**config.mk**
```make
export PLATFORM = sky130hd
export DESIGN_NAME = mc_ctrl
export DESIGN_NICKNAME = d
export VERILOG_FILES = /design/src/rtl/mc_pkg.sv /design/src/rtl/mc_opclass.sv /design/src/rtl/mc_ctrl.sv
export SDC_FILE = /design/constraint.sdc
export NUM_CORES = 1
export LEC_CHECK = 0
export BUFFER_PORTS_ARGS = -buffer_cell sky130_fd_sc_hd__buf_2
export CAP_MARGIN = 20
export CORE_ASPECT_RATIO = 1.2
export CORE_UTILIZATION = 39
export CTS_CLUSTER_DIAMETER = 50
export CTS_CLUSTER_SIZE = 30
export DETAILED_ROUTE_END_ITERATION = 10
export HOLD_SLACK_MARGIN = 0.08
export PLACE_DENSITY = 0.74
export SLEW_MARGIN = 20
export SYNTH_ARGS = -nofsm -noshare
export SYNTH_HDL_FRONTEND = slang
export SYNTH_SLANG_ARGS = --single-unit
```
**constraint.sdc**
```tcl
create_clock -name clk -period 1.5 [get_ports clk]
set_input_delay 0.225 -clock clk [delete_from_list [all_inputs] [get_ports clk]]
set_output_delay 0.225 -clock clk [all_outputs]
set_load 0.03 [all_outputs]
```
**src/rtl/mc_pkg.sv**
```systemverilog
// mc_pkg: state, class and datapath-select encodings shared by the multicycle controller
package mc_pkg;
  typedef enum logic [3:0] {
    S_FETCH = 4'd0, S_DECODE = 4'd1, S_MEMADR = 4'd2, S_MEMRD = 4'd3, S_MEMWB = 4'd4,
    S_MEMWR = 4'd5, S_RTEXE = 4'd6, S_RTWB = 4'd7, S_BEQEX = 4'd8, S_IEXE = 4'd9,
    S_IWB = 4'd10, S_JEX = 4'd11, S_ILL = 4'd12
  } state_t;
  typedef enum logic [2:0] {C_MEM, C_RT, C_BEQ, C_IMM, C_J, C_ILL} cls_t;
  localparam logic [2:0] ALU_ADD = 3'd0, ALU_SUB = 3'd1, ALU_FN = 3'd2, ALU_SLT = 3'd3;
  localparam logic [2:0] ALU_AND = 3'd4, ALU_OR = 3'd5, ALU_XOR = 3'd6;
  localparam logic [1:0] SRCB_B = 2'd0, SRCB_4 = 2'd1, SRCB_IMM = 2'd2, SRCB_BR = 2'd3;
  localparam logic [1:0] PC_ALU = 2'd0, PC_OUT = 2'd1, PC_JMP = 2'd2;
  localparam logic [5:0] OP_RT = 6'b000000, OP_J = 6'b000010, OP_BEQ = 6'b000100;
  localparam logic [5:0] OP_LW = 6'b100011, OP_SW = 6'b101011;
endpackage

```
**src/rtl/mc_opclass.sv**
```systemverilog
// mc_opclass: maps the opcode to an instruction class plus immediate-op ALU controls
module mc_opclass
  import mc_pkg::*;
(
  input  logic [5:0] op,
  output cls_t       cls,
  output logic [2:0] aluop,
  output logic       hassign,
  output logic       islui
);
  logic w_imm;
  assign w_imm = op[5:3] == 3'b001;
  assign cls = (op == OP_LW || op == OP_SW) ? C_MEM :
               op == OP_RT  ? C_RT  :
               op == OP_BEQ ? C_BEQ :
               w_imm        ? C_IMM :
               op == OP_J   ? C_J   : C_ILL;
  assign aluop = !w_imm ? ALU_ADD :
                 op[2] ? (op[1:0] == 2'b00 ? ALU_AND : op[1:0] == 2'b01 ? ALU_OR :
                          op[1:0] == 2'b10 ? ALU_XOR : ALU_ADD) :
                 (op[1] ? ALU_SLT : ALU_ADD);
  // signed variants are the even opcodes ADDI and SLTI
  assign hassign = w_imm && !op[2] && !op[0];
  assign islui   = w_imm && op[2:0] == 3'b111;
endmodule

```
**src/rtl/mc_ctrl.sv**
```systemverilog
// mc_ctrl: Moore multicycle CPU controller with memory-ready handshakes
module mc_ctrl
  import mc_pkg::*;
(
  input  logic       clk,
  input  logic       rst,
  input  logic [5:0] op,
  input  logic       zero,
  input  logic       mem_rdy,
  output logic       pcen,
  output logic       iord,
  output logic       memread,
  output logic       memwrite,
  output logic       irwrite,
  output logic       regdst,
  output logic       memtoreg,
  output logic       regwrite,
  output logic       alusrca,
  output logic [1:0] alusrcb,
  output logic [1:0] pcsrc,
  output logic [2:0] aluop,
  output logic       hassign,
  output logic       islui,
  output logic       illegal,
  output logic [3:0] state
);
  state_t     r_state, w_next;
  cls_t       w_cls;
  logic [2:0] w_aluop;
  logic       w_hassign, w_islui;
  mc_opclass u_opclass (.op(op), .cls(w_cls), .aluop(w_aluop), .hassign(w_hassign), .islui(w_islui));
  always_ff @(posedge clk or posedge rst)
    if (rst) r_state <= S_FETCH;
    else     r_state <= w_next;
  always_comb begin
    w_next = S_FETCH;
    case (r_state)
      S_FETCH:  w_next = mem_rdy ? S_DECODE : S_FETCH;
      S_DECODE: w_next = w_cls == C_MEM ? S_MEMADR : w_cls == C_RT ? S_RTEXE :
                         w_cls == C_BEQ ? S_BEQEX : w_cls == C_IMM ? S_IEXE :
                         w_cls == C_J ? S_JEX : S_ILL;
      S_MEMADR: w_next = op == OP_LW ? S_MEMRD : S_MEMWR;
      S_MEMRD:  w_next = mem_rdy ? S_MEMWB : S_MEMRD;
      S_MEMWR:  w_next = mem_rdy ? S_FETCH : S_MEMWR;
      S_RTEXE:  w_next = S_RTWB;
      S_IEXE:   w_next = S_IWB;
      default:  w_next = S_FETCH;
    endcase
  end
  always_comb begin
    {pcen, iord, memread, memwrite, irwrite, regdst, memtoreg, regwrite, alusrca} = '0;
    {hassign, islui, illegal} = '0;
    alusrcb = SRCB_B;
    pcsrc   = PC_ALU;
    aluop   = ALU_ADD;
    case (r_state)
      S_FETCH:  begin memread = 1'b1; alusrcb = SRCB_4; irwrite = mem_rdy; pcen = mem_rdy; end
      S_DECODE: alusrcb = SRCB_BR;
      S_MEMADR: begin alusrca = 1'b1; alusrcb = SRCB_IMM; end
      S_MEMRD:  begin memread = 1'b1; iord = 1'b1; end
      S_MEMWB:  begin regwrite = 1'b1; memtoreg = 1'b1; end
      S_MEMWR:  begin memwrite = 1'b1; iord = 1'b1; end
      S_RTEXE:  begin alusrca = 1'b1; aluop = ALU_FN; end
      S_RTWB:   begin regwrite = 1'b1; regdst = 1'b1; end
      S_BEQEX:  begin alusrca = 1'b1; aluop = ALU_SUB; pcsrc = PC_OUT; pcen = zero; end
      S_IEXE:   begin alusrca = 1'b1; alusrcb = SRCB_IMM; aluop = w_aluop; hassign = w_hassign; islui = w_islui; end
      S_IWB:    begin regwrite = 1'b1; aluop = w_aluop; hassign = w_hassign; islui = w_islui; end
      S_JEX:    begin pcsrc = PC_JMP; pcen = 1'b1; end
      S_ILL:    illegal = 1'b1;
      default:  ;
    endcase
    // reset must suppress strobes even though FETCH mirrors mem_rdy
    if (rst) {pcen, irwrite, regwrite, memwrite, illegal} = '0;
  end
  assign state = r_state;
endmodule

```
==> run metrics, run 1 <==
status did not finish; last stage the flow got to global routing (5_1_grt); Log Error [ERROR DPL-0038] Utilization greater than 100%, impossible to legalize; clock tree buffer depth 2; vertical extent of the die between 40 and 50 um; worst endpoint pin kind top-level output; H-tree Lvls 1; number of buffers added on ports 32; I/O pin total 33; most common flop cell mapped by yosys sky130_fd_sc_hd__dfrtp_1; cell row count 15; final HPWL from detailed placement approximately 1600 um; Netlist Area Pre-Place 628.1 sq um; post-synthesis cell type count 33; Num CTS Buffers 3; share of synthesized registers carrying an async set or reset between 90% and 100%; starting utilization of the core area 42.91%; number of enable-type register cells in the synthesized netlist 0; mean instance size in the synthesized netlist around 6.5 sq um; clk sink count 4; die width roughly 39 um; Final Wtd Congestion between 0.8 and 0.9; pin count of the biggest net entering global routing 12; Syn Inst Count between 90 and 100; YS warnings 0; synthesized flop and latch total 4; CTS root buf sky130_fd_sc_hd__clkbuf_4; worst setup endpoint after the global-route repair_timing aluop[2]; total nets after synthesis approximately 110; post-place setup slack -107.7 ps; part of the Yosys area used for sequential elements 15.94%
==> per-stage QoR <==
step	hold WS, ps	area, sq um	std cells	TNS (ps)
after floorplan	-8.873	748.2	97	-1792
after detailed placement	206.6	1013	156	-195.4
after global placement	195.2	1013	156	-142.7
after CTS	394.8	1395	170	-2255
==> cell families after synthesis <==
kind of cell	share of synthesized area [%]
muxes	1.594
DFF	15.94
buffers and inverters	7.569
AOI/OAI and AO/OA	24.10
and+or+nand+nor	46.62
xor gates and xnor gates	4.184
==> timing repair <==
item	in CTS
resized for setup	68
pin swaps	11
buffers inserted	10
hold buffers	1
endpoints found under the setup margin	19
endpoints found under the hold margin	4
==> synthesized netlist by cell type, types with 2 or more instances <==
cell type                   n  share of area [%]
sky130_fd_sc_hd__buf_2      5                4.0
sky130_fd_sc_hd__o21bai_1   2                2.4
sky130_fd_sc_hd__a21oi_1    6                4.8
sky130_fd_sc_hd__nor2b_1    2                2.0
sky130_fd_sc_hd__nor2_1    13                7.8
sky130_fd_sc_hd__o211a_1    2                3.2
sky130_fd_sc_hd__dfrtp_1    4                 16
sky130_fd_sc_hd__o22ai_1    2                2.0
sky130_fd_sc_hd__o21ai_0    2                1.6
sky130_fd_sc_hd__nand2_1   12                7.2
sky130_fd_sc_hd__a31oi_1    2                2.0
sky130_fd_sc_hd__nand4b_1   2                2.8
sky130_fd_sc_hd__nand3b_1   2                2.4
sky130_fd_sc_hd__inv_1      2                1.2
sky130_fd_sc_hd__clkbuf_1   4                2.4
sky130_fd_sc_hd__and3_1     2                2.0
sky130_fd_sc_hd__nor3b_1    3                3.6
sky130_fd_sc_hd__nand2b_1   5                5.0
sky130_fd_sc_hd__nor3_1    10                8.0
sky130_fd_sc_hd__xor2_1     2                2.8
==> run 2: changes to the inputs <==
--- a/config.mk
+++ b/config.mk
@@ -7,13 +7,10 @@
 export LEC_CHECK = 0
 export BUFFER_PORTS_ARGS = -buffer_cell sky130_fd_sc_hd__buf_2
 export CAP_MARGIN = 20
-export CORE_ASPECT_RATIO = 1.2
-export CORE_UTILIZATION = 39
-export CTS_CLUSTER_DIAMETER = 50
-export CTS_CLUSTER_SIZE = 30
+export CORE_AREA = 2 2 63 65
 export DETAILED_ROUTE_END_ITERATION = 10
-export HOLD_SLACK_MARGIN = 0.08
-export PLACE_DENSITY = 0.74
+export DIE_AREA = 0 0 65 67
+export PLACE_DENSITY_LB_ADDON = 0.15
 export SLEW_MARGIN = 20
 export SYNTH_ARGS = -nofsm -noshare
 export SYNTH_HDL_FRONTEND = slang
==> constraint.sdc (replaced) <==
create_clock -name clk -period 2 [get_ports clk]
set_input_delay 0.3 -clock clk [delete_from_list [all_inputs] [get_ports clk]]
set_output_delay 0.3 -clock clk [all_outputs]
set_load 0.03 [all_outputs]
==> run 2 against run 1 <==
Against the previous run:
- the flow now finishes without violations
- synthesized cell count unchanged
- synthesized area unchanged
==> run metrics, run 2 <==
CTS root buf sky130_fd_sc_hd__clkbuf_8 (was sky130_fd_sc_hd__clkbuf_4); clock network power share between 10% and 20%; leakage 0.4382 nW; Critical Path Slowest Stage Cell sky130_fd_sc_hd__dfrtp_2; class of the worst hold path in -> async; most used standard cells in the synthesized netlist sky130_fd_sc_hd__nor2_1 (13), sky130_fd_sc_hd__nand2_1 (12), sky130_fd_sc_hd__nor3_1 (10) (unchanged); total length of routed wires approximately 2100 um; final HPWL from detailed placement 1598 um (was 1557 um); worst slew margin relative to its limit between 80% and 90%; DRT antenna net count 0; via/cell ratio about 4.6; total inserted antenna cells 0; Syn Inst Count 97 (unchanged); Final Wtd Congestion 0.7040 (was 0.8621); starting utilization of the core area 17.42% (was 42.91%); area delta synth->final 48.80%; vertical extent of the die 67 um (was 45.96 um); vias in the first global route approximately 770; part of the Yosys area used for sequential elements 15.94% (unchanged); synthesized flop and latch total 4 (unchanged); Num CTS Buffers 3 (unchanged); Final Skew approximately 5 ps; hold violation count in the final report 0; first-pass GRT wire length roughly 3600 um; Worst path top cell family by delay simple AND/OR/NAND/NOR gates; final critical path time including I/O delays and setup slightly below 2000 ps; share of synthesized registers carrying an async set or reset 100.0% (unchanged); sum of internal, switching and leakage power between 0.001 and 0.0015 W; cell area after placement 858.3 sq um (was 0.001013 sq mm); routed len/inst 12.03 um; 1st-pass router iterations 4; status finished, final reports clean (was did not finish); total net switching power 0.0007808 W; switching fraction of total power 56.42%; top cell type by total area after synthesis sky130_fd_sc_hd__dfrtp_1 (unchanged); global routing usage summed across all routing layers roughly a tenth; post-layout instance area around 930 sq um; cell types with the largest area share after synthesis sky130_fd_sc_hd__dfrtp_1 (16%), sky130_fd_sc_hd__nor3_1 (8.0%), sky130_fd_sc_hd__nor2_1 (7.8%) (unchanged); YS warnings 0 (unchanged); post-synthesis cell type count 33 (unchanged); clock tree buffer depth 2 (unchanged); Comb power frac between 70% and 80%; grt ovf 0; Netlist Area Pre-Place 628.1 sq um (unchanged); CTS tree built; final period utilization between 90 and 100%; setup repair after global routing missed its margin true; most common flop cell mapped by yosys sky130_fd_sc_hd__dfrtp_1 (unchanged); clk sink count 4 (unchanged); start-to-end type of the worst setup path reg -> out; kind of capture point of the worst setup path output pin; mean instance size in the synthesized netlist 6.475 sq um (unchanged); cell row count 22 (was 15); transition at the pin with the smallest max-transition slack ~290 ps; pin count of the biggest net entering global routing 20; Peak supply drop ~0.00023 V; I/O pin total 33 (unchanged); Internal Pwr Total about 0.00060 W; top-count cell post-synth sky130_fd_sc_hd__nor2_1 (unchanged); number of buffers and inverters on the critical path 1; Max-cap violations 0; DRC violations left 0; die width 65 um (was 38.64 um); most common library cell in the layout ignoring fill and taps sky130_fd_sc_hd__buf_2; WP data arrival about 1600 ps; clock slew seen by the registers of the worst setup and hold paths 30 ps; number of setup violations in the final report 0; sequential share of power between 10% and 20%; total nets after synthesis 107 (unchanged); Fmax between 500 and 600 MHz; number of enable-type register cells in the synthesized netlist 0 (unchanged); share of layout cells above drive strength 1 around 39%; worst skew pair latency between 200 and 250 ps; max reg flops 4; Final Max Slew Viols 0; H-tree Lvls 1 (unchanged); type of element launching the critical path flip-flop; commonest non-fill, non-tap cells in the layout sky130_fd_sc_hd__buf_2 (30), sky130_fd_sc_hd__nor2_1 (12), sky130_fd_sc_hd__nand2_1 (12); worst-path maximum fanout 4; total power divided by cell area ~1500 mW/mm^2; via count around 800; Core Box Area 0.003606 sq mm; number of antenna violations at the first check in global routing 0; count of nets after finishing 140; Iter 0 DRT Violations 61; required time of the critical path about 1700 ps; number of buffers added on ports 32 (unchanged); largest stage delay on the critical path roughly 410 ps; CP Cell Sequence xor2_2 -> nand4_1 -> or2_4 -> nor3b_4 -> buf_6; overall die area approximately 0.0044 sq mm; area fraction of the dominant cell type after synthesis 15.94% (unchanged)
==> run 2: cell counts after synthesis <==
Identical to the previous run, type by type.
==> run 2: kinds of logic (layout without fill, tap and decap cells) <==
family | Yosys count | count (layout) | synth area share, %
XOR/XNOR | 3 | 3 | 4.184
AO/OA/AOI/OAI | 22 | 22 | 24.10
flip-flops | 4 | 4 | 15.94
AND/OR/NAND/NOR | 56 | 56 | 46.62
multiplexers | 1 | 1 | 1.594
buffers and inverters | 11 | 43 | 7.569
==> run 2: layer usage <==
layer  GRT usage, %  wire length, um  share of wire, %
met5              0                0                 0
met4          4.787                0                 0
met3          1.689              113               5.3
met2          16.24             1008                47
met1          14.44             1008                47
==> run 2: repair_timing <==
item | 4_1_cts | 5_1_grt
setup buffers | 0 | 1
setup endpoints to repair | 1 | 3
hold buffers | 0 | 0
gates resized for setup | 3 | 5
pin swaps | 0 | 2
==> run 2: through the flow <==
step	setup WS (ps)	instances	util (%)	hold WS (ps)	TNS, ps
final	57.61	177	25.92	18.90	0
after global routing	-42.19	177	25.92	39.52	-42.19
after CTS	9.076	176	25.40	19.23	0
after detailed placement	184.9	172	23.80	248.9	0
after global placement	221.6	172	23.80	246.3	0
after floorplan	-9.966	97	-	66.01	-9.966
==> run 2: area by class of cell <==
type | instances | area, sq um
Multi-Input combinational cell | 82 | 514.2
Timing Repair Buffer | 37 | 206.4
Tap cell | 48 | 60.06
Fill cell | 421 | 2671
Sequential cell | 4 | 101.3
Inverter | 2 | 7.507
Clock buffer | 4 | 45.04
==> run 2: worst paths after layout <==
kind                       startpoint        to  slack [ps]  cells after the start
setup reg to reg             state[1]  state[1]         520                      5
hold reg to reg              state[3]  state[2]         700                      2
hold / removal                    rst  state[0]          20                      2
min in group clk                op[4]  state[2]         450                      3
setup / recovery             state[1]  aluop[2]          60                      5
max in group asynchronous         rst  state[1]        1820                      2
==> run 2: power groups by stage <==
stage | combinational (W) | sequential [W] | clock (W)
detailed placement | 0.00106 | 0.000136 | 0
CTS | 0.00107 | 0.000143 | 0.000182
global route | 0.00116 | 0.000146 | 0.000188
finish | 0.00106 | 0.000143 | 0.000176
global placement | 0.00105 | 0.000134 | 0
floorplan | 0.000695 | 0.000217 | 0
==> run 2: worst register-to-register path, stage by stage, from the launching register on <==
cell and delay (ps):
sky130_fd_sc_hd__dfrtp_2 410, sky130_fd_sc_hd__buf_4 210, sky130_fd_sc_hd__nand2b_1 230, sky130_fd_sc_hd__nor3_1 220, sky130_fd_sc_hd__nand2_1 120, sky130_fd_sc_hd__o221ai_1 200
No activity file was read; power rests on OpenSTA's default activity.
